`config.mk`:
```
export PLATFORM = sky130hd
export DESIGN_NAME = instr_encoder
export DESIGN_NICKNAME = d
export VERILOG_FILES = /design/src/rtl/mips_isa_pkg.sv /design/src/rtl/instr_word_pack.sv /design/src/rtl/instr_encoder.sv
export SDC_FILE = /design/constraint.sdc
export NUM_CORES = 1
export LEC_CHECK = 0
export BUFFER_PORTS_ARGS = -buffer_cell sky130_fd_sc_hd__buf_2
export CELL_PAD_IN_SITES_DETAIL_PLACEMENT = 1
export CELL_PAD_IN_SITES_GLOBAL_PLACEMENT = 2
export CORE_MARGIN = 2
export CORE_UTILIZATION = 27
export DETAILED_ROUTE_END_ITERATION = 10
export PLACE_DENSITY = 0.81
export SYNTH_ARGS = -nofsm -noshare
export SYNTH_HDL_FRONTEND = slang
export SYNTH_SLANG_ARGS = --single-unit
export TNS_END_PERCENT = 50
```
`constraint.sdc`:
```
create_clock -name Clk -period 2.79 [get_ports Clk]
set_input_delay 0.1395 -clock Clk [delete_from_list [all_inputs] [get_ports Clk]]
set_output_delay 0.1395 -clock Clk [all_outputs]
set_load 0.02 [all_outputs]
```
`src/rtl/mips_isa_pkg.sv`:
```
// Shared MIPS ISA definitions: operation select codes, 6-bit opcodes and
// instruction field positions, common to the control decoder and the encoder.
package mips_isa_pkg;

  typedef enum logic [4:0] {
    OP_RTYPE = 5'd0,
    OP_LW    = 5'd1,
    OP_SW    = 5'd2,
    OP_ADDI  = 5'd3,
    OP_ANDI  = 5'd4,
    OP_ORI   = 5'd5,
    OP_SLTI  = 5'd6,
    OP_XORI  = 5'd7,
    OP_BNE   = 5'd8,
    OP_BEQ   = 5'd9,
    OP_J     = 5'd10,
    OP_JAL   = 5'd11,
    OP_LUI   = 5'd12,
    OP_LB    = 5'd13,
    OP_LH    = 5'd14,
    OP_SB    = 5'd15,
    OP_SH    = 5'd16
  } op_sel_e;

  localparam logic [5:0] OPC_RTYPE = 6'd0;
  localparam logic [5:0] OPC_J     = 6'd2;
  localparam logic [5:0] OPC_JAL   = 6'd3;
  localparam logic [5:0] OPC_BEQ   = 6'd4;
  localparam logic [5:0] OPC_BNE   = 6'd5;
  localparam logic [5:0] OPC_ADDI  = 6'd8;
  localparam logic [5:0] OPC_SLTI  = 6'd10;
  localparam logic [5:0] OPC_ANDI  = 6'd12;
  localparam logic [5:0] OPC_ORI   = 6'd13;
  localparam logic [5:0] OPC_XORI  = 6'd14;
  localparam logic [5:0] OPC_LUI   = 6'd15;
  localparam logic [5:0] OPC_LB    = 6'd32;
  localparam logic [5:0] OPC_LH    = 6'd33;
  localparam logic [5:0] OPC_LW    = 6'd35;
  localparam logic [5:0] OPC_SB    = 6'd40;
  localparam logic [5:0] OPC_SH    = 6'd41;
  localparam logic [5:0] OPC_SW    = 6'd43;

  localparam int OPC_HI = 31, OPC_LO = 26;
  localparam int RS_HI  = 25, RS_LO  = 21;
  localparam int RT_HI  = 20, RT_LO  = 16;
  localparam int RD_HI  = 15, RD_LO  = 11;
  localparam int SH_HI  = 10, SH_LO  = 6;
  localparam int FN_HI  = 5,  FN_LO  = 0;
  localparam int IMM_HI = 15, IMM_LO = 0;
  localparam int TGT_HI = 25, TGT_LO = 0;

  typedef struct packed {
    logic [4:0]  rs;
    logic [4:0]  rt;
    logic [4:0]  rd;
    logic [4:0]  shamt;
    logic [5:0]  funct;
    logic [15:0] imm;
    logic [25:0] target;
  } instr_fields_t;

  // Returns {is_itype, opcode}; is_itype is 0 for RTYPE, J-type and illegal codes.
  function automatic logic [6:0] itype_opcode(input logic [4:0] op);
    case (op)
      OP_LW:   return {1'b1, OPC_LW};
      OP_SW:   return {1'b1, OPC_SW};
      OP_ADDI: return {1'b1, OPC_ADDI};
      OP_ANDI: return {1'b1, OPC_ANDI};
      OP_ORI:  return {1'b1, OPC_ORI};
      OP_SLTI: return {1'b1, OPC_SLTI};
      OP_XORI: return {1'b1, OPC_XORI};
      OP_BNE:  return {1'b1, OPC_BNE};
      OP_BEQ:  return {1'b1, OPC_BEQ};
      OP_LUI:  return {1'b1, OPC_LUI};
      OP_LB:   return {1'b1, OPC_LB};
      OP_LH:   return {1'b1, OPC_LH};
      OP_SB:   return {1'b1, OPC_SB};
      OP_SH:   return {1'b1, OPC_SH};
      default: return {1'b0, OPC_RTYPE};
    endcase
  endfunction

endpackage

```
`src/rtl/instr_word_pack.sv`:
```
// Combinational packer: operation select plus decoded fields into one
// 32-bit MIPS instruction word, flagging operation codes with no encoding.
module instr_word_pack
  import mips_isa_pkg::*;
(
  input  logic [4:0]    op_sel,
  input  instr_fields_t fields,
  output logic [31:0]   word,
  output logic          illegal
);

  logic [6:0] iop;

  assign iop = itype_opcode(op_sel);

  always_comb begin
    word    = '0;
    illegal = 1'b0;
    if (op_sel == OP_RTYPE) begin
      word[OPC_HI:OPC_LO] = OPC_RTYPE;
      word[RS_HI:RS_LO]   = fields.rs;
      word[RT_HI:RT_LO]   = fields.rt;
      word[RD_HI:RD_LO]   = fields.rd;
      word[SH_HI:SH_LO]   = fields.shamt;
      word[FN_HI:FN_LO]   = fields.funct;
    end else if (op_sel == OP_J || op_sel == OP_JAL) begin
      word[OPC_HI:OPC_LO] = (op_sel == OP_J) ? OPC_J : OPC_JAL;
      word[TGT_HI:TGT_LO] = fields.target;
    end else if (iop[6]) begin
      word[OPC_HI:OPC_LO] = iop[5:0];
      // LUI has no source register; the Rs slot is architecturally zero.
      word[RS_HI:RS_LO]   = (op_sel == OP_LUI) ? 5'd0 : fields.rs;
      word[RT_HI:RT_LO]   = fields.rt;
      word[IMM_HI:IMM_LO] = fields.imm;
    end else begin
      illegal = 1'b1;
    end
  end

endmodule

```
`src/rtl/instr_encoder.sv`:
```
// Program loader: accepts decoded instruction fields, packs them into MIPS
// words and writes them sequentially into instruction memory.
//
// state     | meaning
// ST_IDLE   | waiting for fields; ready unless memory is full
// ST_ENCODE | captured fields packed into the write data register
// ST_WRITE  | one-cycle write strobe, then pointer and count advance
module instr_encoder
  import mips_isa_pkg::*;
#(
  parameter int                ADDR_W    = 32,
  parameter int                DEPTH     = 256,
  parameter logic [ADDR_W-1:0] BASE_ADDR = '0
) (
  input  logic                         Clk,
  input  logic                         Rst_N,
  input  logic                         Clear,
  input  logic                         In_Valid,
  output logic                         In_Ready,
  input  logic [4:0]                   Op_Sel,
  input  logic [4:0]                   Rs,
  input  logic [4:0]                   Rt,
  input  logic [4:0]                   Rd,
  input  logic [4:0]                   Shamt,
  input  logic [5:0]                   Funct,
  input  logic [15:0]                  Imm,
  input  logic [25:0]                  Target,
  output logic                         Mem_Write_En,
  output logic [ADDR_W-1:0]            Mem_Addr,
  output logic [31:0]                  Mem_Write_Data,
  output logic [$clog2(DEPTH+1)-1:0]   Word_Count,
  output logic                         Full,
  output logic                         Err
);

  localparam int CNT_W = $clog2(DEPTH+1);

  localparam logic [1:0] ST_IDLE   = 2'd0;
  localparam logic [1:0] ST_ENCODE = 2'd1;
  localparam logic [1:0] ST_WRITE  = 2'd2;

  logic [1:0]        state_q, state_d;
  logic [4:0]        op_sel_q, op_sel_d;
  instr_fields_t     fields_q, fields_d;
  logic [ADDR_W-1:0] addr_q, addr_d;
  logic [31:0]       data_q, data_d;
  logic [CNT_W-1:0]  count_q, count_d;
  logic              err_q, err_d;

  logic [31:0] pack_word;
  logic        pack_illegal;
  logic        full;
  logic        active;

  instr_word_pack u_pack (
    .op_sel  (op_sel_q),
    .fields  (fields_q),
    .word    (pack_word),
    .illegal (pack_illegal)
  );

  assign full   = (count_q == CNT_W'(DEPTH));
  // Reset or Clear in progress: no handshake and no strobe this cycle.
  assign active = Rst_N && !Clear;

  assign In_Ready       = active && (state_q == ST_IDLE) && !full;
  assign Mem_Write_En   = active && (state_q == ST_WRITE);
  assign Mem_Addr       = addr_q;
  assign Mem_Write_Data = data_q;
  assign Word_Count     = count_q;
  assign Full           = full;
  assign Err            = err_q;

  always_comb begin
    state_d  = state_q;
    op_sel_d = op_sel_q;
    fields_d = fields_q;
    addr_d   = addr_q;
    data_d   = data_q;
    count_d  = count_q;
    err_d    = err_q;

    case (state_q)
      ST_IDLE: begin
        if (In_Valid && In_Ready) begin
          op_sel_d        = Op_Sel;
          fields_d.rs     = Rs;
          fields_d.rt     = Rt;
          fields_d.rd     = Rd;
          fields_d.shamt  = Shamt;
          fields_d.funct  = Funct;
          fields_d.imm    = Imm;
          fields_d.target = Target;
          state_d         = ST_ENCODE;
        end
      end
      ST_ENCODE: begin
        if (pack_illegal) begin
          err_d   = 1'b1;
          state_d = ST_IDLE;
        end else begin
          data_d  = pack_word;
          state_d = ST_WRITE;
        end
      end
      ST_WRITE: begin
        addr_d  = addr_q + ADDR_W'(4);
        count_d = count_q + CNT_W'(1);
        state_d = ST_IDLE;
      end
      default: state_d = ST_IDLE;
    endcase

    if (Clear) begin
      state_d  = ST_IDLE;
      op_sel_d = '0;
      fields_d = '0;
      addr_d   = BASE_ADDR;
      data_d   = '0;
      count_d  = '0;
      err_d    = 1'b0;
    end
  end

  always_ff @(posedge Clk) begin
    if (!Rst_N) begin
      state_q  <= ST_IDLE;
      op_sel_q <= '0;
      fields_q <= '0;
      addr_q   <= BASE_ADDR;
      data_q   <= '0;
      count_q  <= '0;
      err_q    <= 1'b0;
    end else begin
      state_q  <= state_d;
      op_sel_q <= op_sel_d;
      fields_q <= fields_d;
      addr_q   <= addr_d;
      data_q   <= data_d;
      count_q  <= count_d;
      err_q    <= err_d;
    end
  end

endmodule

```
# After elaboration in Yosys (flattened, before gate mapping)
# Memory sizes are Yosys's and may differ from the RTL's. A register that Yosys moved wholly into a read port is not among the register bits.
# Index checks and enable logic that the tools add are counted.
[word_totals] in_bits=77 romBits=192 wordCells=52 reg_bits=149 n_memories=1
[op_classes] reduce_logical=14 n_bitwise=2 n_addsub=2 eq_ne=7 muxes=13
[mem_list] name="(no name shown)" words=32 width=6 read_ports=1 rd_clocked_by_memory_dff=1 wr=0 line="mips_isa_pkg.sv:64" source="case (op)"
[ops] op="$mux W32" count=3
[ops] op="$add A32 B3 Y32 const B" count=1
[ops] op="$eq A5 B4 Y1 const B" count=3
[ops] op="$mux W5" count=3
[ops] op="$add A9 B1 Y9 const B" count=1
[ops] op="$eq A9 B9 Y1 const B" count=1
[ops] op="$reduce_and A2 Y1" count=3
[ops] op="$logic_and A1 B1 Y1" count=5
[ops] op="$logic_not A5 Y1" count=1
[ops] op="$mux W1" count=4
[ops] op="$mux W2" count=2
[ops] op="$pmux W2 S2" count=1
[ops] op="$eq A2 B1 Y1 const B" count=1
[ops] op="$eq A2 B2 Y1 const B" count=1
[ops] op="$logic_not A1 Y1" count=2
[ops] op="$logic_not A2 Y1" count=1
[ops] op="$ne A2 B1 Y1 const B" count=1
[ops] op="$not A1 Y1" count=2
[ops] op="$reduce_or A2 Y1" count=1
[ops] op="$logic_or A1 B1 Y1" count=1

# Depth between registers and ports, before layout
# Gate-level depths: netlist (run 1).
[logic_depth] depth_word=8 depth_mapped=15

# Cells and area by module
# A second synthesis (run 1) with hierarchy kept.
[unflattened] hier_cells=814 hier_area_um2=6353.6
[modules_own_cells] mod="instr_encoder" area_each_um2=5517.8 cells_each=688 instances=1 seq_area_each_um2=2942.8
[modules_own_cells] mod="instr_word_pack" area_each_um2=835.8 cells_each=126 instances=1 seq_area_each_um2=0.0

# Worst setup path before layout (run 1)
# No wires, ideal clock.
[synth_timing] path_type="flip-flop to flip-flop" from="reg count_q[0], in the netlist Word_Count[0]" to="reg, netlist name u_pack.iop[1]" path_buffers=1 required_ns=2.698 path_stages_with_launch=14 synth_period_minus_slack_ns=2.925 path_slack_ns=-0.135 arrival_ns=2.833 setup_ns=0.092 cell_sequence="dfxtp_1 > inv_1 > ha_1 > or4b_4 > o211ai_4 > clkbuf_1 > nand2_1 > a21oi_1 > inv_1 > ha_1 > inv_1 > a21oi_1 > a22oi_1 > o32ai_1"
[synth_via] elab_chain_len=7
[synth_rtl] item="start: declaration" line="instr_encoder.sv:47" source="logic [CNT_W-1:0] count_q, count_d;"
[synth_rtl] item="start signal: assignment" line="instr_encoder.sv:140" source="count_q <= count_d;"
[synth_rtl] item="$eq A9 B9 Y1" line="instr_encoder.sv:62" source="assign full = (count_q == CNT_W'(DEPTH));"
[synth_rtl] item="$logic_not A1 Y1" line="instr_encoder.sv:66" source="assign In_Ready = active && (state_q == ST_IDLE) && !full;"
[synth_rtl] item="$logic_and A1 B1 Y1" line="instr_encoder.sv:66"
[synth_rtl] item="$logic_and A1 B1 Y1" line="instr_encoder.sv:85" source="if (In_Valid && In_Ready) begin"
[synth_rtl] item="$reduce_and A2 Y1 (no line)"
[synth_rtl] item="$mux W5 (no line) (2 in a row)"
# No other way between the ends.
# A chain may end at the register's enable or synchronous reset.

# Worst setup path after layout (run 1)
[layout_timing] from="reg count_q[0], in the netlist Word_Count[0]" to="reg, netlist name u_pack.iop[1]"
[layout_via] elab_chain_len=7
[layout_rtl] item="$eq A9 B9 Y1" line="instr_encoder.sv:62"
[layout_rtl] item="$logic_not A1 Y1" line="instr_encoder.sv:66"
[layout_rtl] item="$logic_and A1 B1 Y1" line="instr_encoder.sv:66"
[layout_rtl] item="$logic_and A1 B1 Y1" line="instr_encoder.sv:85"
[layout_rtl] item="$reduce_and A2 Y1 (no line)"
[layout_rtl] item="$mux W5 (no line) (2 in a row)"
# No other way between the ends.

==> flow_summary.rst, run 1 <==
.. list-table::
   :header-rows: 1

   * - Metric
     - Value
   * - Total met3 wirelength after detailed routing
     - 1220 um
   * - Ys Warns
     - 0
   * - Number of levels in the clock H-tree
     - 4
   * - Post-Syn Area per Cell
     - 7.88 sq um
   * - PnR Total Power
     - 4.95 mW
   * - Endpoint arrival time on the critical path
     - 2.97 ns
   * - Top layer reached by signal wires
     - met5
   * - CTS Buf Count
     - 17
   * - CP cell instances
     - inv_1 > ha_1 > or4b_4 > o211ai_4 > nand2_1 > a21oi_2 > inv_1 > ha_1 > inv_1 > a21oi_2 > a22oi_1 > o32ai_1
   * - All-layer global routing usage
     - 17.3%
   * - Count of flip-flops with a built-in enable after synthesis
     - 0
   * - Routed metal-1 wirelength
     - 9980 um
   * - Sequential-to-total area share from yosys stat
     - 47.3%
   * - CORE AREA
     - 23400 sq um
   * - Post-synthesis share of cell area spent on xor and xnor gates
     - 3.27%
   * - R2R depth
     - 12
   * - Max-slew violation total from the final report
     - 0
   * - Top flip-flop cell by instance count after synthesis
     - sky130_fd_sc_hd__dfxtp_1
   * - Met2 wire length
     - 10000 um
   * - Dominant cell type by area after synthesis
     - sky130_fd_sc_hd__dfxtp_1
   * - Delay of the slowest cell on the worst path
     - 0.48 ns
   * - Flop-to-flop setup slack
     - 0.13 ns
   * - Least-Margin Pin Slew
     - 0.743 ns
   * - Max_cap viols
     - 0
   * - Outcome
     - completed
   * - Worst vdd ir
     - 297 uV
   * - Post-synth ARST share
     - 0%
   * - Synthesis-to-layout area growth
     - 37.8%
   * - Destination of the worst register-to-register timing path
     - u_pack.iop[1]$_SDFF_PP0_
   * - Post-route DRC violation count
     - 0
   * - Static leakage
     - 3.33 nW
   * - Commonest non-fill, non-tap cell in the layout
     - sky130_fd_sc_hd__nand2_1
   * - Die extent in y
     - 158 um
   * - Total Nets Final
     - 1105
   * - CP Launch Type
     - flop
   * - Area fraction in compound gates after synthesis
     - 16.7%
   * - Mux share of post-synthesis cell area
     - 1.26%
   * - Cell depth of the worst min-delay path
     - 3
   * - Detailed-router iteration count before antenna repair
     - 6
   * - Unrepaired setup endpoints after global routing
     - yes
   * - Maximum clock rate
     - 0.376 GHz
   * - Max Root-Sink Buffers
     - 2
   * - Required @ worst endpoint
     - 3.10 ns
   * - Number of buffer and inverter stages on the critical path
     - 3
   * - Final worst path period need
     - 2.66 ns
   * - Top library cells by usage in the layout, fill and taps aside
     - 211 x sky130_fd_sc_hd__nand2_1, 151 x sky130_fd_sc_hd__dfxtp_1, 150 x sky130_fd_sc_hd__buf_2, 119 x sky130_fd_sc_hd__a21oi_1, 68 x sky130_fd_sc_hd__dlygate4sd3_1
   * - Site row count
     - 56
   * - Cell types occupying the most area after synthesis
     - sky130_fd_sc_hd__dfxtp_1 47%, sky130_fd_sc_hd__nand2_1 12%, sky130_fd_sc_hd__a21oi_1 9.4%, sky130_fd_sc_hd__nand3_1 3.7%, sky130_fd_sc_hd__xor2_1 2.6%
   * - Count of different cell masters after synthesis
     - 54
   * - PD cells
     - 558 nW/um^2
   * - Number of antenna violations at the first check in global routing
     - 5
   * - Basic-gate share of the synthesized area counting and, or, nand and nor cells
     - 25.2%
   * - Count of antenna-violating nets left after detailed routing
     - 0
   * - Effective utilization at floorplan
     - 27.5%
   * - Max-slew headroom at the worst pin
     - 50.5%
   * - Final Wtd Congestion
     - 0.744
   * - Drt via density
     - 4.70
   * - Combinational family with the most area after synthesis
     - simple AND/OR/NAND/NOR gates
   * - Final HPWL DP
     - 13900 um
   * - Syn Std Cell Area
     - 6430 sq um
   * - Arithmetic-cell share of the synthesized area counting full adders, half adders and majority gates
     - 1.36%
   * - Post-route worst hold slack
     - 0.0338 ns
   * - Cell at the root of the clock tree
     - sky130_fd_sc_hd__clkbuf_16
   * - Via count of the first global-routing pass
     - 6509
   * - Hold Startpoint
     - Op_Sel[4]
   * - Share of final-layout standard cells stronger than drive strength 1
     - 21.3%
   * - Flip-flop and latch count after synthesis
     - 152
   * - Post-route fraction of the period consumed by the critical path
     - 95.4%
   * - Port bufs
     - 150
   * - Type of the most critical hold path
     - in2reg
   * - Startpoint of the lowest-slack register-to-register path
     - Word_Count[0]$_SDFFE_PP0N_
   * - Crit-path slowest cell
     - sky130_fd_sc_hd__or4b_4
   * - I/O pin count
     - 154
   * - Top delay family on crit path
     - compound AO/OA/AOI/OAI gates
   * - Wire length of the first global-routing pass
     - 34000 um
   * - Fin. Hold Viols
     - 0
   * - Share of the synthesized area in the top cell type
     - 47.3%
   * - TritonCTS Sinks
     - 152
   * - Remaining Overflow, GRT
     - 0
   * - Endpoints failing setup
     - 0
   * - TritonCTS clock tree
     - built
   * - Detailed router's first-iteration violation count
     - 225
   * - Crit path top cell by count
     - sky130_fd_sc_hd__inv_1
   * - Total via count in the routed design
     - 6375
   * - Worst Clk Skew
     - 0.0101 ns
   * - Routed wire length per instance
     - 15.9 um
   * - Pin count of the biggest net entering global routing
     - 68
   * - Worst-Skew Late Latency
     - 0.43 ns
   * - Clock Pin Slew Worst Setup and Hold Paths
     - 0.06 ns
   * - Endpoint kind of the worst setup timing path
     - flop
   * - Worst-case hold path end point
     - op_sel_q[4]$_SDFFE_PP0N_
   * - Biggest fanout along the worst timing path
     - 5
   * - Cell count after synthesis
     - 817
   * - Detailed Route WL
     - 21500 um
   * - Crit path kind
     - reg2reg
   * - Die outline area
     - 25100 sq um
   * - Width of the chip
     - 158 um
==> repair_timing <==
item | CTS | global route
setup buffers | 0 | 1
setup endpoints to repair | 0 | 2
hold buffers | 68 | 0
gates resized for setup | 0 | 2
endpoints found under the hold margin | 68 | 0
==> synthesized netlist by cell type, types with 2 or more instances <==
cell type / number
sky130_fd_sc_hd__nand2_1: 211
sky130_fd_sc_hd__dfxtp_1: 152
sky130_fd_sc_hd__a21oi_1: 121
sky130_fd_sc_hd__nand3_1: 47
sky130_fd_sc_hd__clkbuf_1: 41
sky130_fd_sc_hd__nor2_1: 39
sky130_fd_sc_hd__o21ai_0: 24
sky130_fd_sc_hd__o211ai_1: 20
sky130_fd_sc_hd__xor2_1: 19
sky130_fd_sc_hd__nand4_1: 17
sky130_fd_sc_hd__inv_1: 15
sky130_fd_sc_hd__or3_1: 13
sky130_fd_sc_hd__buf_2: 9
sky130_fd_sc_hd__ha_1: 7
sky130_fd_sc_hd__mux2i_1: 7
sky130_fd_sc_hd__and3_1: 5
sky130_fd_sc_hd__buf_1: 5
sky130_fd_sc_hd__nor3_1: 5
sky130_fd_sc_hd__xnor2_1: 5
sky130_fd_sc_hd__and2_1: 4
sky130_fd_sc_hd__o32a_1: 4
sky130_fd_sc_hd__buf_4: 3
sky130_fd_sc_hd__nand2b_1: 3
sky130_fd_sc_hd__nor2b_1: 3
sky130_fd_sc_hd__nor4_1: 3
sky130_fd_sc_hd__a22oi_1: 2
sky130_fd_sc_hd__a311oi_1: 2
sky130_fd_sc_hd__a31oi_1: 2
sky130_fd_sc_hd__o31ai_1: 2
sky130_fd_sc_hd__o32ai_1: 2
sky130_fd_sc_hd__or4_1: 2
==> worst min-delay path: stages <==
cell and delay, ns:
sky130_fd_sc_hd__buf_2 0.11, sky130_fd_sc_hd__nand2_1 0.07, sky130_fd_sc_hd__mux2i_1 0.08
==> area by class of cell <==
type                       count  area (sq um)
fill                        2889         14500
inverter                      16          60.1
antenna                        3          7.51
timing repair buffer         242          1620
tap                          319           399
multi-input combinational    592          3140
sequential                   152          3040
clock inverter                13           148
clock buffer                  19           443
==> registers in the layout, indices dropped and copies added, names as in the netlist <==
signal,cells
Mem_Addr,30
fields_q,68
Mem_Write_Data,31
Word_Count,9
u_pack.iop,6
Err,1
op_sel_q,5
state_q,2
==> worst max path at each step <==
stage                                           from                        to  slack, ns  cells after the start
after floorplan           Word_Count[1]$_SDFFE_PP0N_     u_pack.iop[0]$_DFF_P_       0.01                     15
after global placement    Word_Count[0]$_SDFFE_PP0N_     u_pack.iop[0]$_DFF_P_       0.21                      8
after detailed placement  Word_Count[0]$_SDFFE_PP0N_  u_pack.iop[1]$_SDFF_PP0_       0.07                     12
after CTS                 Word_Count[0]$_SDFFE_PP0N_  u_pack.iop[1]$_SDFF_PP0_       0.03                     12
after global routing      Word_Count[0]$_SDFFE_PP0N_  u_pack.iop[1]$_SDFF_PP0_      -0.04                     12
final                     Word_Count[0]$_SDFFE_PP0N_  u_pack.iop[1]$_SDFF_PP0_       0.13                     12
==> report_power, final <==
group	internal (mW)	switching, mW
sequential	2.20	0.0176
clock	1.35	0.993
combinational	0.166	0.229
total	3.71	1.24
==> cells by family (layout without fill, tap and decap cells) <==
kind of cell / count (synthesis) / in the layout
buffers and inverters: 75 / 290
AND/OR/NAND/NOR: 362 / 362
other: 1 / 6
AO/OA/AOI/OAI: 188 / 188
multiplexers: 8 / 8
XOR/XNOR: 24 / 24
flip-flops: 152 / 152
adder cells (fa/ha/maj): 7 / 7
==> through the flow <==
step / utilization [%] / instance area, sq um / cells / setup TNS [ns] / setup WS [ns]
after floorplan: - / 6450 / 819 / 0 / 0.0117
after global placement: 32.4 / 7570 / 1252 / 0 / 0.206
after detailed placement: 32.4 / 7570 / 1252 / 0 / 0.0685
after CTS: 37.8 / 8850 / 1352 / 0 / 0.0279
after global routing: 37.9 / 8860 / 1353 / -0.0619 / -0.0409
final: 37.9 / 8870 / 1356 / 0 / 0.128
==> routing by layer <==
metal	vias up	track usage, %
met2	131	29.0
met5	-	0
met1	3022	21.8
li1	3197	-
met4	4	4.63
met3	21	5.01
Power figures use the tool's default switching activity.
==> run 2, diff against run 1 <==
--- a/config.mk
+++ b/config.mk
@@ -12,7 +12,9 @@
 export CORE_UTILIZATION = 27
 export DETAILED_ROUTE_END_ITERATION = 10
 export PLACE_DENSITY = 0.81
+export REMOVE_ABC_BUFFERS = 1
 export SYNTH_ARGS = -nofsm -noshare
 export SYNTH_HDL_FRONTEND = slang
+export SYNTH_HIERARCHICAL = 1
 export SYNTH_SLANG_ARGS = --single-unit
 export TNS_END_PERCENT = 50
==> constraint.sdc (replaced) <==
create_clock -name Clk -period 2.79 [get_ports Clk]
set_input_delay 0.558 -clock Clk [delete_from_list [all_inputs] [get_ports Clk]]
set_output_delay 0.558 -clock Clk [all_outputs]
set_load 0.02 [all_outputs]
==> run 2 against run 1 <==
Setup slack better by 0.12 ns. Combinational power fell by 19%. Non-clock buffer count down 76. Via count decreased by 5.1%. Power fell by 4.8%. Maximum frequency is 4.9% higher. Wire length decreased by 9.4%. Register-to-register slack improved by 0.12 ns. First-iteration DRC count grew 16%. Clock power fell by 5%. Critical path depth decreased by 2. Critical endpoint is now Mem_Write_Data[21]$_SDFFE_PP0N_. Largest cell class unchanged. Largest power group unchanged. Highest routed layer unchanged.
==> flow_summary.rst, run 2 <==
.. list-table::
   :header-rows: 1

   * - Metric
     - Value
   * - Fin. Hold Viols
     - 0 (unchanged)
   * - Drt via density
     - 4.75 (+1.1%)
   * - Share of total power in the clock network
     - 47.2% (about the same)
   * - Post-route DRC violation count
     - 0 (unchanged)
   * - Worst-Skew Late Latency
     - 0.43 ns (about the same)
   * - Count of hold-fix buffers inserted at cts
     - 0 (-100%)
   * - Final Wtd Congestion
     - 0.804 (+8.1%)
   * - Endpoint arrival time on the critical path
     - 2.89 ns (-0.08 ns)
   * - Total Nets Final
     - 1026 (-7.1%)
   * - Detailed-router iteration count before antenna repair
     - 4 (-2)
   * - CORE AREA
     - 23300 sq um (-0.60%)
   * - Routed wire length per instance
     - 15.3 um (-3.4%)
   * - Post-route design area
     - 8030 sq um (-9.5%)
   * - All-layer global routing usage
     - 16.1% (-1.2 points)
   * - Setup repair bufs after CTS
     - 0 (unchanged)
   * - Area fraction in compound gates after synthesis
     - 13.9% (-2.9 points)
   * - Site row count
     - 56 (unchanged)
   * - Total via count in the routed design
     - 6047 (-5.1%)
   * - Share of final-layout standard cells stronger than drive strength 1
     - 21.8% (+0.51 points)
   * - Final core occ
     - 34.5% (-3.4 points)
   * - Final worst path period need
     - 2.54 ns (-0.124 ns)
   * - Synthesis-to-layout area growth
     - 26.3%
   * - Number of levels in the clock H-tree
     - 4 (unchanged)
   * - Leading post-synthesis cells by instance count
     - 242 x sky130_fd_sc_hd__nand2_1, 147 x sky130_fd_sc_hd__dfxtp_1, 88 x sky130_fd_sc_hd__nand3_1
   * - Pint
     - 3.56 mW (-4.0%)
   * - Clock Pin Slew Worst Setup and Hold Paths
     - 0.06 ns (about the same)
   * - Worst vdd ir
     - 337 uV (+13%)
   * - Max-slew violation total from the final report
     - 0 (unchanged)
   * - Max Root-Sink Buffers
     - 2 (unchanged)
   * - Port bufs
     - 151 (+0.67%)
   * - Commonest non-fill, non-tap cell in the layout
     - sky130_fd_sc_hd__nand2_1
   * - Combinational family with the most area after synthesis
     - simple AND/OR/NAND/NOR gates
   * - Sequential group share of total power
     - 46.0% (+1.3 points)
   * - Wire length of the first global-routing pass
     - 31400 um (-7.5%)
   * - Count leader, synth
     - sky130_fd_sc_hd__nand2_1
   * - Endpoint kind of the worst setup timing path
     - flop
   * - Switch share
     - 24.4% (-0.63 points)
   * - Pin count of the biggest net entering global routing
     - 77 (+13%)
   * - Required @ worst endpoint
     - 3.14 ns (+0.04 ns)
   * - Register bank with the most flops
     - fields_q
   * - Comb power frac
     - 6.8% (-1.2 points)
   * - Flip-flop and latch count after synthesis
     - 147 (-3.3%)
   * - Syn Std Cell Area
     - 6350 sq um (-1.3%)
   * - Outcome
     - completed
   * - Cell at the root of the clock tree
     - sky130_fd_sc_hd__clkbuf_16
   * - Top flip-flop cell by instance count after synthesis
     - sky130_fd_sc_hd__dfxtp_1
   * - Count of different cell masters after synthesis
     - 49 (-9.3%)
   * - Number of antenna violations at the first check in global routing
     - 5 (unchanged)
   * - Crit-path slowest cell
     - sky130_fd_sc_hd__dfxtp_1
   * - Number of buffer and inverter stages on the critical path
     - 3 (unchanged)
   * - Detailed router's first-iteration violation count
     - 262 (+16%)
   * - Max_cap viols
     - 0 (unchanged)
   * - Crit path kind
     - reg2reg
   * - Maximum clock rate
     - 0.394 GHz (+4.9%)
   * - Standard cell area after detailed placement
     - 7450 sq um (-1.7%)
   * - CTS Buf Count
     - 17 (unchanged)
   * - Mux share of post-synthesis cell area
     - 0.315% (-0.95 points)
   * - Detailed Route WL
     - 19500 um (-9.4%)
   * - Layout fillers
     - 2891 (+0.069%)
   * - Dominant cell type by area after synthesis
     - sky130_fd_sc_hd__dfxtp_1
   * - Top delay family on crit path
     - simple AND/OR/NAND/NOR gates
   * - Static leakage
     - 3.55 nW (+6.6%)
   * - Max-slew headroom at the worst pin
     - 43.4% (-7.1 points)
   * - Crit path top cell by count
     - sky130_fd_sc_hd__inv_1
   * - Count of flip-flops with a built-in enable after synthesis
     - 0 (unchanged)
   * - Remaining Overflow, GRT
     - 0 (unchanged)
   * - Max FFs per register
     - 68 (unchanged)
   * - PD cells
     - 587 nW/um^2 (+5.2%)
   * - Arithmetic-cell share of the synthesized area counting full adders, half adders and majority gates
     - 1.77% (+0.41 points)
   * - Ys Warns
     - 6 (+6)
   * - Effective utilization at floorplan
     - 27.3% (-0.18 points)
   * - Share of the synthesized area in the top cell type
     - 46.3% (-0.97 points)
   * - Die extent in y
     - 157 um (-0.62%)
   * - Basic-gate share of the synthesized area counting and, or, nand and nor cells
     - 30.5% (+5.4 points)
   * - Type of the most critical hold path
     - in2reg
   * - Delay of the slowest cell on the worst path
     - 0.43 ns (-0.05 ns)
   * - CP cell instances
     - inv_1 > ha_1 > nor4bb_1 > or2_2 > nor4_1 > inv_1 > nand3_4 > buf_12 > nand2_1 > a21oi_1
   * - Post-route fraction of the period consumed by the critical path
     - 91.0% (-4.4 points)
   * - Least-Margin Pin Slew
     - 0.849 ns (+0.106 ns)
   * - I/O pin count
     - 154 (unchanged)
   * - CP Launch Type
     - flop
   * - Quantity of gates resized following cts
     - 0 (unchanged)
   * - Biggest fanout along the worst timing path
     - 20 (+15)
   * - Sequential-to-total area share from yosys stat
     - 46.3% (-0.97 points)
   * - Count of antenna-violating nets left after detailed routing
     - 0 (unchanged)
   * - Cell types occupying the most area after synthesis
     - sky130_fd_sc_hd__dfxtp_1 46%, sky130_fd_sc_hd__nand2_1 14%, sky130_fd_sc_hd__nand3_1 6.9%, sky130_fd_sc_hd__a21oi_1 4.3%, sky130_fd_sc_hd__clkbuf_1 2.4%
   * - Post-synthesis share of cell area spent on xor and xnor gates
     - 2.34% (-0.92 points)
   * - Switching power summed over all nets
     - 1.15 mW (-7.2%)
   * - Unrepaired setup endpoints after global routing
     - no
   * - Cell count after synthesis
     - 814 (-0.37%)
   * - TritonCTS clock tree
     - built
   * - Endpoints failing setup
     - 0 (unchanged)
   * - Top library cells by usage in the layout, fill and taps aside
     - 242 x sky130_fd_sc_hd__nand2_1, 151 x sky130_fd_sc_hd__buf_2, 147 x sky130_fd_sc_hd__dfxtp_1, 87 x sky130_fd_sc_hd__nand3_1, 55 x sky130_fd_sc_hd__a21oi_1
   * - Width of the chip
     - 157 um (-0.62%)
   * - TritonCTS Sinks
     - 147 (-3.3%)
   * - Via count of the first global-routing pass
     - 6011 (-7.7%)
   * - Post-Syn Area per Cell
     - 7.81 sq um (-0.90%)
   * - Die outline area
     - 24800 sq um (-1.2%)
   * - Worst Clk Skew
     - 0.0135 ns (+0.00344 ns)
   * - Final HPWL DP
     - 13000 um (-6.6%)
   * - Post-synth ARST share
     - 0% (unchanged)
run 2: cell count changes in the layout (fill, tap and decap cells not counted), moves of 12 or more:
cell	previous run	this run
sky130_fd_sc_hd__nor2_1	39	26
sky130_fd_sc_hd__a21o_1	1	16
sky130_fd_sc_hd__o211ai_1	20	1
sky130_fd_sc_hd__a22o_1	0	16
sky130_fd_sc_hd__a21oi_1	119	55
sky130_fd_sc_hd__buf_4	23	11
sky130_fd_sc_hd__dlygate4sd3_1	68	0
sky130_fd_sc_hd__nand2_1	211	242
sky130_fd_sc_hd__nand3_1	47	87
run 2: worst reg2reg max path, cell delays in order, from the launching register on:
cell and delay, ns:
sky130_fd_sc_hd__dfxtp_1 0.43, sky130_fd_sc_hd__inv_1 0.14, sky130_fd_sc_hd__ha_1 0.24, sky130_fd_sc_hd__nor4bb_1 0.17, sky130_fd_sc_hd__or2_2 0.32, sky130_fd_sc_hd__nor4_1 0.37, sky130_fd_sc_hd__inv_1 0.14, sky130_fd_sc_hd__nand3_4 0.22
sky130_fd_sc_hd__buf_12 0.20, sky130_fd_sc_hd__nand2_1 0.09, sky130_fd_sc_hd__a21oi_1 0.16
run 2: path summary, 6_finish.rpt:
path	start	endpoint	slack, ns	depth (start not counted)
setup / recovery	op_sel_q[1]$_SDFFE_PP0P_	Mem_Write_Data[21]$_SDFFE_PP0N_	0.25	10
hold / removal	Rs[1]	fields_q[64]$_SDFFE_PP0P_	0.31	3
setup reg to reg	op_sel_q[1]$_SDFFE_PP0P_	Mem_Write_Data[21]$_SDFFE_PP0N_	0.25	10
hold reg to reg	Mem_Write_Data[25]$_SDFFE_PP0N_	Mem_Write_Data[25]$_SDFFE_PP0N_	0.45	2
run 2: kinds of logic (layout without fill, tap and decap cells):
kind of cell / count (synthesis) / after routing
simple gates: 428 / 428
flops: 147 / 147
compound gates: 139 / 139
buf+inv: 70 / 205
xor+xnor: 17 / 17
fa+ha+maj: 9 / 9
other cells: 2 / 6
mux: 2 / 2
run 2: area by class of cell:
| cell class | count | area [sq um] | share of cell area [%] |
|---|---|---|---|
| Multi-Input combinational cell | 598 | 3160 | 39.4 |
| Sequential cell | 147 | 2940 | 36.7 |
| Timing Repair Buffer | 166 | 918 | 11.4 |
| Clock buffer | 17 | 425 | 5.30 |
| Tap cell | 319 | 399 | 4.97 |
| Clock inverter | 12 | 135 | 1.68 |
| Inverter | 10 | 37.5 | 0.468 |
| Antenna cell | 3 | 7.51 | 0.0935 |
run 2: power by group through the flow:
stage / Combinational [mW] / Sequential (mW) / Clock [mW]
after floorplan: 0.161 / 2.21 / 0
after global placement: 0.323 / 2.21 / 0
after detailed placement: 0.323 / 2.22 / 0
after CTS: 0.324 / 2.17 / 2.29
after global routing: 0.360 / 2.17 / 2.37
final: 0.320 / 2.17 / 2.23
run 2: metrics by stage:
step / setup TNS, ns / setup WS (ns) / instances / power, mW / hold slack (ns)
2_1_floorplan: -149.50 / -1.98 / 755 / 2.37 / 0.434
3_3_place_gp: 0 / 0.236 / 1240 / 2.54 / 0.440
3_5_place_dp: 0 / 0.154 / 1240 / 2.54 / 0.446
4_1_cts: 0 / 0.130 / 1269 / 4.78 / 0.294
5_1_grt: 0 / 0.0421 / 1269 / 4.90 / 0.296
6_report: 0 / 0.252 / 1272 / 4.71 / 0.309
run 2: metal layers:
layer	global-route usage, %	vias to the layer above	share of wire (%)
met5	0	-	0.14
met4	3.64	4	0.47
met3	5.86	11	6.9
met2	26.2	136	46
met1	20.4	2871	47
li1	-	3025	-
==> run 3, diff against run 2 <==
--- a/config.mk
+++ b/config.mk
@@ -5,11 +5,12 @@
 export SDC_FILE = /design/constraint.sdc
 export NUM_CORES = 1
 export LEC_CHECK = 0
+export ABC_AREA = 1
 export BUFFER_PORTS_ARGS = -buffer_cell sky130_fd_sc_hd__buf_2
-export CELL_PAD_IN_SITES_DETAIL_PLACEMENT = 1
+export CELL_PAD_IN_SITES_DETAIL_PLACEMENT = 0
 export CELL_PAD_IN_SITES_GLOBAL_PLACEMENT = 2
 export CORE_MARGIN = 2
-export CORE_UTILIZATION = 27
+export CORE_UTILIZATION = 26
 export DETAILED_ROUTE_END_ITERATION = 10
 export PLACE_DENSITY = 0.81
 export REMOVE_ABC_BUFFERS = 1
==> run 3 against run 2 <==
Register-to-register slack gained 0.15 ns. Critical path type unchanged. Highest routed layer is now met4. Largest cell class unchanged. Critical endpoint is now Mem_Write_Data[15]$_SDFFE_PP0N_. Sequential power about the same. Synthesized cell count up 37%.
==> flow_summary.rst, run 3 <==
.. list-table::
   :header-rows: 1

   * - Metric
     - Value
   * - Outcome
     - completed
   * - Flip-flop and latch count after synthesis
     - 147 (unchanged)
   * - Remaining Overflow, GRT
     - 0 (unchanged)
   * - Leading post-synthesis cells by instance count
     - 324 x sky130_fd_sc_hd__nand2_1, 212 x sky130_fd_sc_hd__nor2_1, 149 x sky130_fd_sc_hd__inv_1
   * - Final Wtd Congestion
     - 0.806 (+0.21%)
   * - Share of final-layout standard cells stronger than drive strength 1
     - 18.5% (-3.3 points)
   * - Port bufs
     - 151 (unchanged)
   * - Ys Warns
     - 6 (unchanged)
   * - Drt via density
     - 4.06 (-15%)
   * - Switching power summed over all nets
     - 1.21 mW (+4.9%)
   * - Dominant cell type by area after synthesis
     - sky130_fd_sc_hd__dfxtp_1
   * - Detailed-router iteration count before antenna repair
     - 5 (+1)
   * - Setup TNS
     - 0 ns (unchanged)
   * - Type of the most critical hold path
     - in2reg
   * - Placed Cells
     - 1606 (+30%)
   * - Clock Pin Slew Worst Setup and Hold Paths
     - 0.07 ns (about the same)
   * - Post-route insts no fill
     - 1639 (+29%)
   * - CP Launch Type
     - flop
   * - Cell count after synthesis
     - 1116 (+37%)
   * - Commonest non-fill, non-tap cell in the layout
     - sky130_fd_sc_hd__nand2_1
   * - Synthesis-to-layout area growth
     - 23.3%
   * - Fin. Hold Viols
     - 0 (unchanged)
   * - Endpoint arrival time on the critical path
     - 2.74 ns (-0.15 ns)
   * - Total via count in the routed design
     - 6661 (+10%)
   * - Crit path kind
     - reg2reg
   * - Count leader, synth
     - sky130_fd_sc_hd__nand2_1
   * - Count of different cell masters after synthesis
     - 35 (-29%)
   * - Final worst path period need
     - 2.39 ns (-0.148 ns)
   * - Pin count of the biggest net entering global routing
     - 98 (+27%)
   * - Post-Syn Area per Cell
     - 6.48 sq um (-17%)
   * - Cell types occupying the most area after synthesis
     - sky130_fd_sc_hd__dfxtp_1 41%, sky130_fd_sc_hd__nand2_1 17%, sky130_fd_sc_hd__nor2_1 11%, sky130_fd_sc_hd__inv_1 7.7%, sky130_fd_sc_hd__a21oi_1 3.9%
   * - Max-slew headroom at the worst pin
     - 65.9% (+22 points)
   * - Final core occ
     - 32.3% (-2.2 points)
   * - Number of levels in the clock H-tree
     - 4 (unchanged)
   * - Routed wire length per instance
     - 12.1 um (-21%)
   * - CORE AREA
     - 27600 sq um (+19%)
   * - Max_cap viols
     - 0 (unchanged)
   * - Site row count
     - 61 (+8.9%)
   * - Final HPWL DP
     - 13400 um (+3.1%)
   * - Top library cells by usage in the layout, fill and taps aside
     - 324 x sky130_fd_sc_hd__nand2_1, 212 x sky130_fd_sc_hd__nor2_1, 151 x sky130_fd_sc_hd__buf_2, 149 x sky130_fd_sc_hd__inv_1, 147 x sky130_fd_sc_hd__dfxtp_1
   * - Unrepaired setup endpoints after global routing
     - no
   * - TritonCTS clock tree
     - built
   * - Max FFs per register
     - 68 (unchanged)
   * - Quantity of gates resized following cts
     - 0 (unchanged)
   * - Least-Margin Pin Slew
     - 0.512 ns (-0.337 ns)
   * - Post-route fraction of the period consumed by the critical path
     - 85.7% (-5.3 points)
   * - CTS Buf Count
     - 17 (unchanged)
   * - Wire length of the first global-routing pass
     - 32100 um (+2.2%)
   * - Total Nets Final
     - 1333 (+30%)
   * - Detailed Route WL
     - 19800 um (+1.5%)
   * - Share of total power in the clock network
     - 51.1% (+3.9 points)
   * - Max-slew violation total from the final report
     - 0 (unchanged)
   * - Comb power frac
     - 6.9% (about the same)
   * - Switch share
     - 23.5% (-0.86 points)
   * - Max Root-Sink Buffers
     - 2 (unchanged)
   * - Biggest fanout along the worst timing path
     - 53 (+170%)
   * - Endpoint kind of the worst setup timing path
     - flop
   * - Setup repair bufs after CTS
     - 0 (unchanged)
   * - Pint
     - 3.92 mW (+10%)
   * - Register bank with the most flops
     - fields_q
   * - Die extent in y
     - 171 um (+8.5%)
   * - Sequential group share of total power
     - 42.0% (-4.0 points)
   * - Worst vdd ir
     - 323 uV (-4.2%)
   * - Width of the chip
     - 171 um (+8.5%)
   * - Syn Std Cell Area
     - 7240 sq um (+14%)
   * - Required @ worst endpoint
     - 3.14 ns (about the same)
   * - Worst Clk Skew
     - 0.0136 ns (+0.000135 ns)
   * - Cell at the root of the clock tree
     - sky130_fd_sc_hd__clkbuf_16
   * - Detailed router's first-iteration violation count
     - 380 (+45%)
   * - Via count of the first global-routing pass
     - 6312 (+5.0%)
   * - Worst-Skew Late Latency
     - 0.42 ns (about the same)
   * - All-layer global routing usage
     - 14.0% (-2.1 points)
   * - I/O pin count
     - 154 (unchanged)
   * - Share of the synthesized area in the top cell type
     - 40.7% (-5.7 points)
   * - Count of antenna-violating nets left after detailed routing
     - 0 (unchanged)
   * - Count of hold-fix buffers inserted at cts
     - 0 (unchanged)
   * - Maximum clock rate
     - 0.418 GHz (+6.2%)
   * - Count of flip-flops with a built-in enable after synthesis
     - 0 (unchanged)
   * - Post-route DRC violation count
     - 0 (unchanged)
   * - Effective utilization at floorplan
     - 26.2% (-1.1 points)
   * - Static leakage
     - 4.26 nW (+20%)
   * - Top flip-flop cell by instance count after synthesis
     - sky130_fd_sc_hd__dfxtp_1
   * - Post-synth ARST share
     - 0% (unchanged)
   * - Endpoints failing setup
     - 0 (unchanged)
   * - PD cells
     - 575 nW/um^2 (-2.2%)
   * - Post-route worst hold slack
     - 0.350 ns (+0.0415 ns)
   * - Sequential-to-total area share from yosys stat
     - 40.7% (-5.7 points)
   * - PnR Total Power
     - 5.13 mW (+8.7%)
   * - Number of antenna violations at the first check in global routing
     - 0 (-5)
   * - Die outline area
     - 29200 sq um (+18%)
   * - TritonCTS Sinks
     - 147 (unchanged)
[run 3: cell types whose count changed after synthesis, moves of 10 or more]
cell	before	now
sky130_fd_sc_hd__xor2_1	11	0
sky130_fd_sc_hd__a22o_1	16	0
sky130_fd_sc_hd__nor2_1	26	212
sky130_fd_sc_hd__buf_6	2	12
sky130_fd_sc_hd__clkbuf_1	41	13
sky130_fd_sc_hd__nand3_1	88	19
sky130_fd_sc_hd__or3_1	10	0
sky130_fd_sc_hd__o21ai_0	22	56
sky130_fd_sc_hd__nand2_1	242	324
sky130_fd_sc_hd__inv_1	10	149
sky130_fd_sc_hd__a21o_1	16	0
sky130_fd_sc_hd__o21bai_1	0	11
sky130_fd_sc_hd__or4_1	11	0
[run 3: path summary, 6_finish.rpt]
kind,from,to,slack [ns],depth (start not counted)
max,op_sel_q[1]$_SDFFE_PP0P_,Mem_Write_Data[15]$_SDFFE_PP0N_,0.40,10
min,Target[5],fields_q[5]$_SDFFE_PP0P_,0.35,3
max reg2reg,op_sel_q[1]$_SDFFE_PP0P_,Mem_Write_Data[15]$_SDFFE_PP0N_,0.40,10
min reg2reg,Mem_Write_Data[16]$_SDFFE_PP0N_,Mem_Write_Data[16]$_SDFFE_PP0N_,0.44,2
[run 3: final cells by class]
type	instances	area, sq um
diodes	1	2.50
flip-flops and latches	147	2940
fillers	3087	18700
repair buffers	159	853
well taps	378	473
inverters	166	631
clock buffers	20	467
clock inverters	12	201
multi-input cells	756	3350
[run 3: per-layer routing]
| metal | share of wire [%] | vias to the layer above | track usage, % | wire length [um] |
|---|---|---|---|---|
| li1 | - | 3623 | - | - |
| met1 | 47 | 2888 | 17.8 | 9360 |
| met2 | 47 | 139 | 23.6 | 9200 |
| met3 | 5.3 | 11 | 3.63 | 1050 |
| met4 | 0.81 | 0 | 3.61 | 160 |
| met5 | 0 | - | 0 | 0 |
[run 3: cell families (layout without fill, tap and decap cells)]
family / count (synthesis) / count (layout) / synth area share, %
buffers and inverters: 214 / 357 / 13.2
AND/OR/NAND/NOR: 609 / 609 / 34.7
AO/OA/AOI/OAI: 135 / 135 / 9.84
adder cells (fa/ha/maj): 9 / 9 / 1.56
flip-flops: 147 / 147 / 40.7
other: 2 / 4 / 0.104
[run 3: critical path, stage by stage, from the launching register on]
cell	delay, ns
sky130_fd_sc_hd__dfxtp_1	0.46
sky130_fd_sc_hd__inv_1	0.13
sky130_fd_sc_hd__ha_1	0.25
sky130_fd_sc_hd__nand2_1	0.08
sky130_fd_sc_hd__nand2_1	0.08
sky130_fd_sc_hd__and2_1	0.21
sky130_fd_sc_hd__nor2_4	0.17
sky130_fd_sc_hd__nand3b_1	0.16
sky130_fd_sc_hd__buf_4	0.45
sky130_fd_sc_hd__o21ai_0	0.16
sky130_fd_sc_hd__a21oi_1	0.13
[run 3: per-stage QoR]
| step | cell area, sq um | worst slack [ns] |
|---|---|---|
| after floorplan | 6920 | -0.139 |
| after global placement | 8250 | 0.537 |
| after detailed placement | 8250 | 0.396 |
| after CTS | 8920 | 0.364 |
| after global routing | 8920 | 0.0557 |
| final | 8920 | 0.400 |
[run 3: power groups by stage]
stage / combinational (mW) / sequential [mW] / clock, mW
floorplan: 0.201 / 2.21 / 0
global placement: 0.366 / 2.20 / 0
detailed placement: 0.365 / 2.20 / 0
CTS: 0.367 / 2.15 / 2.72
global route: 0.411 / 2.16 / 2.79
finish: 0.355 / 2.15 / 2.62
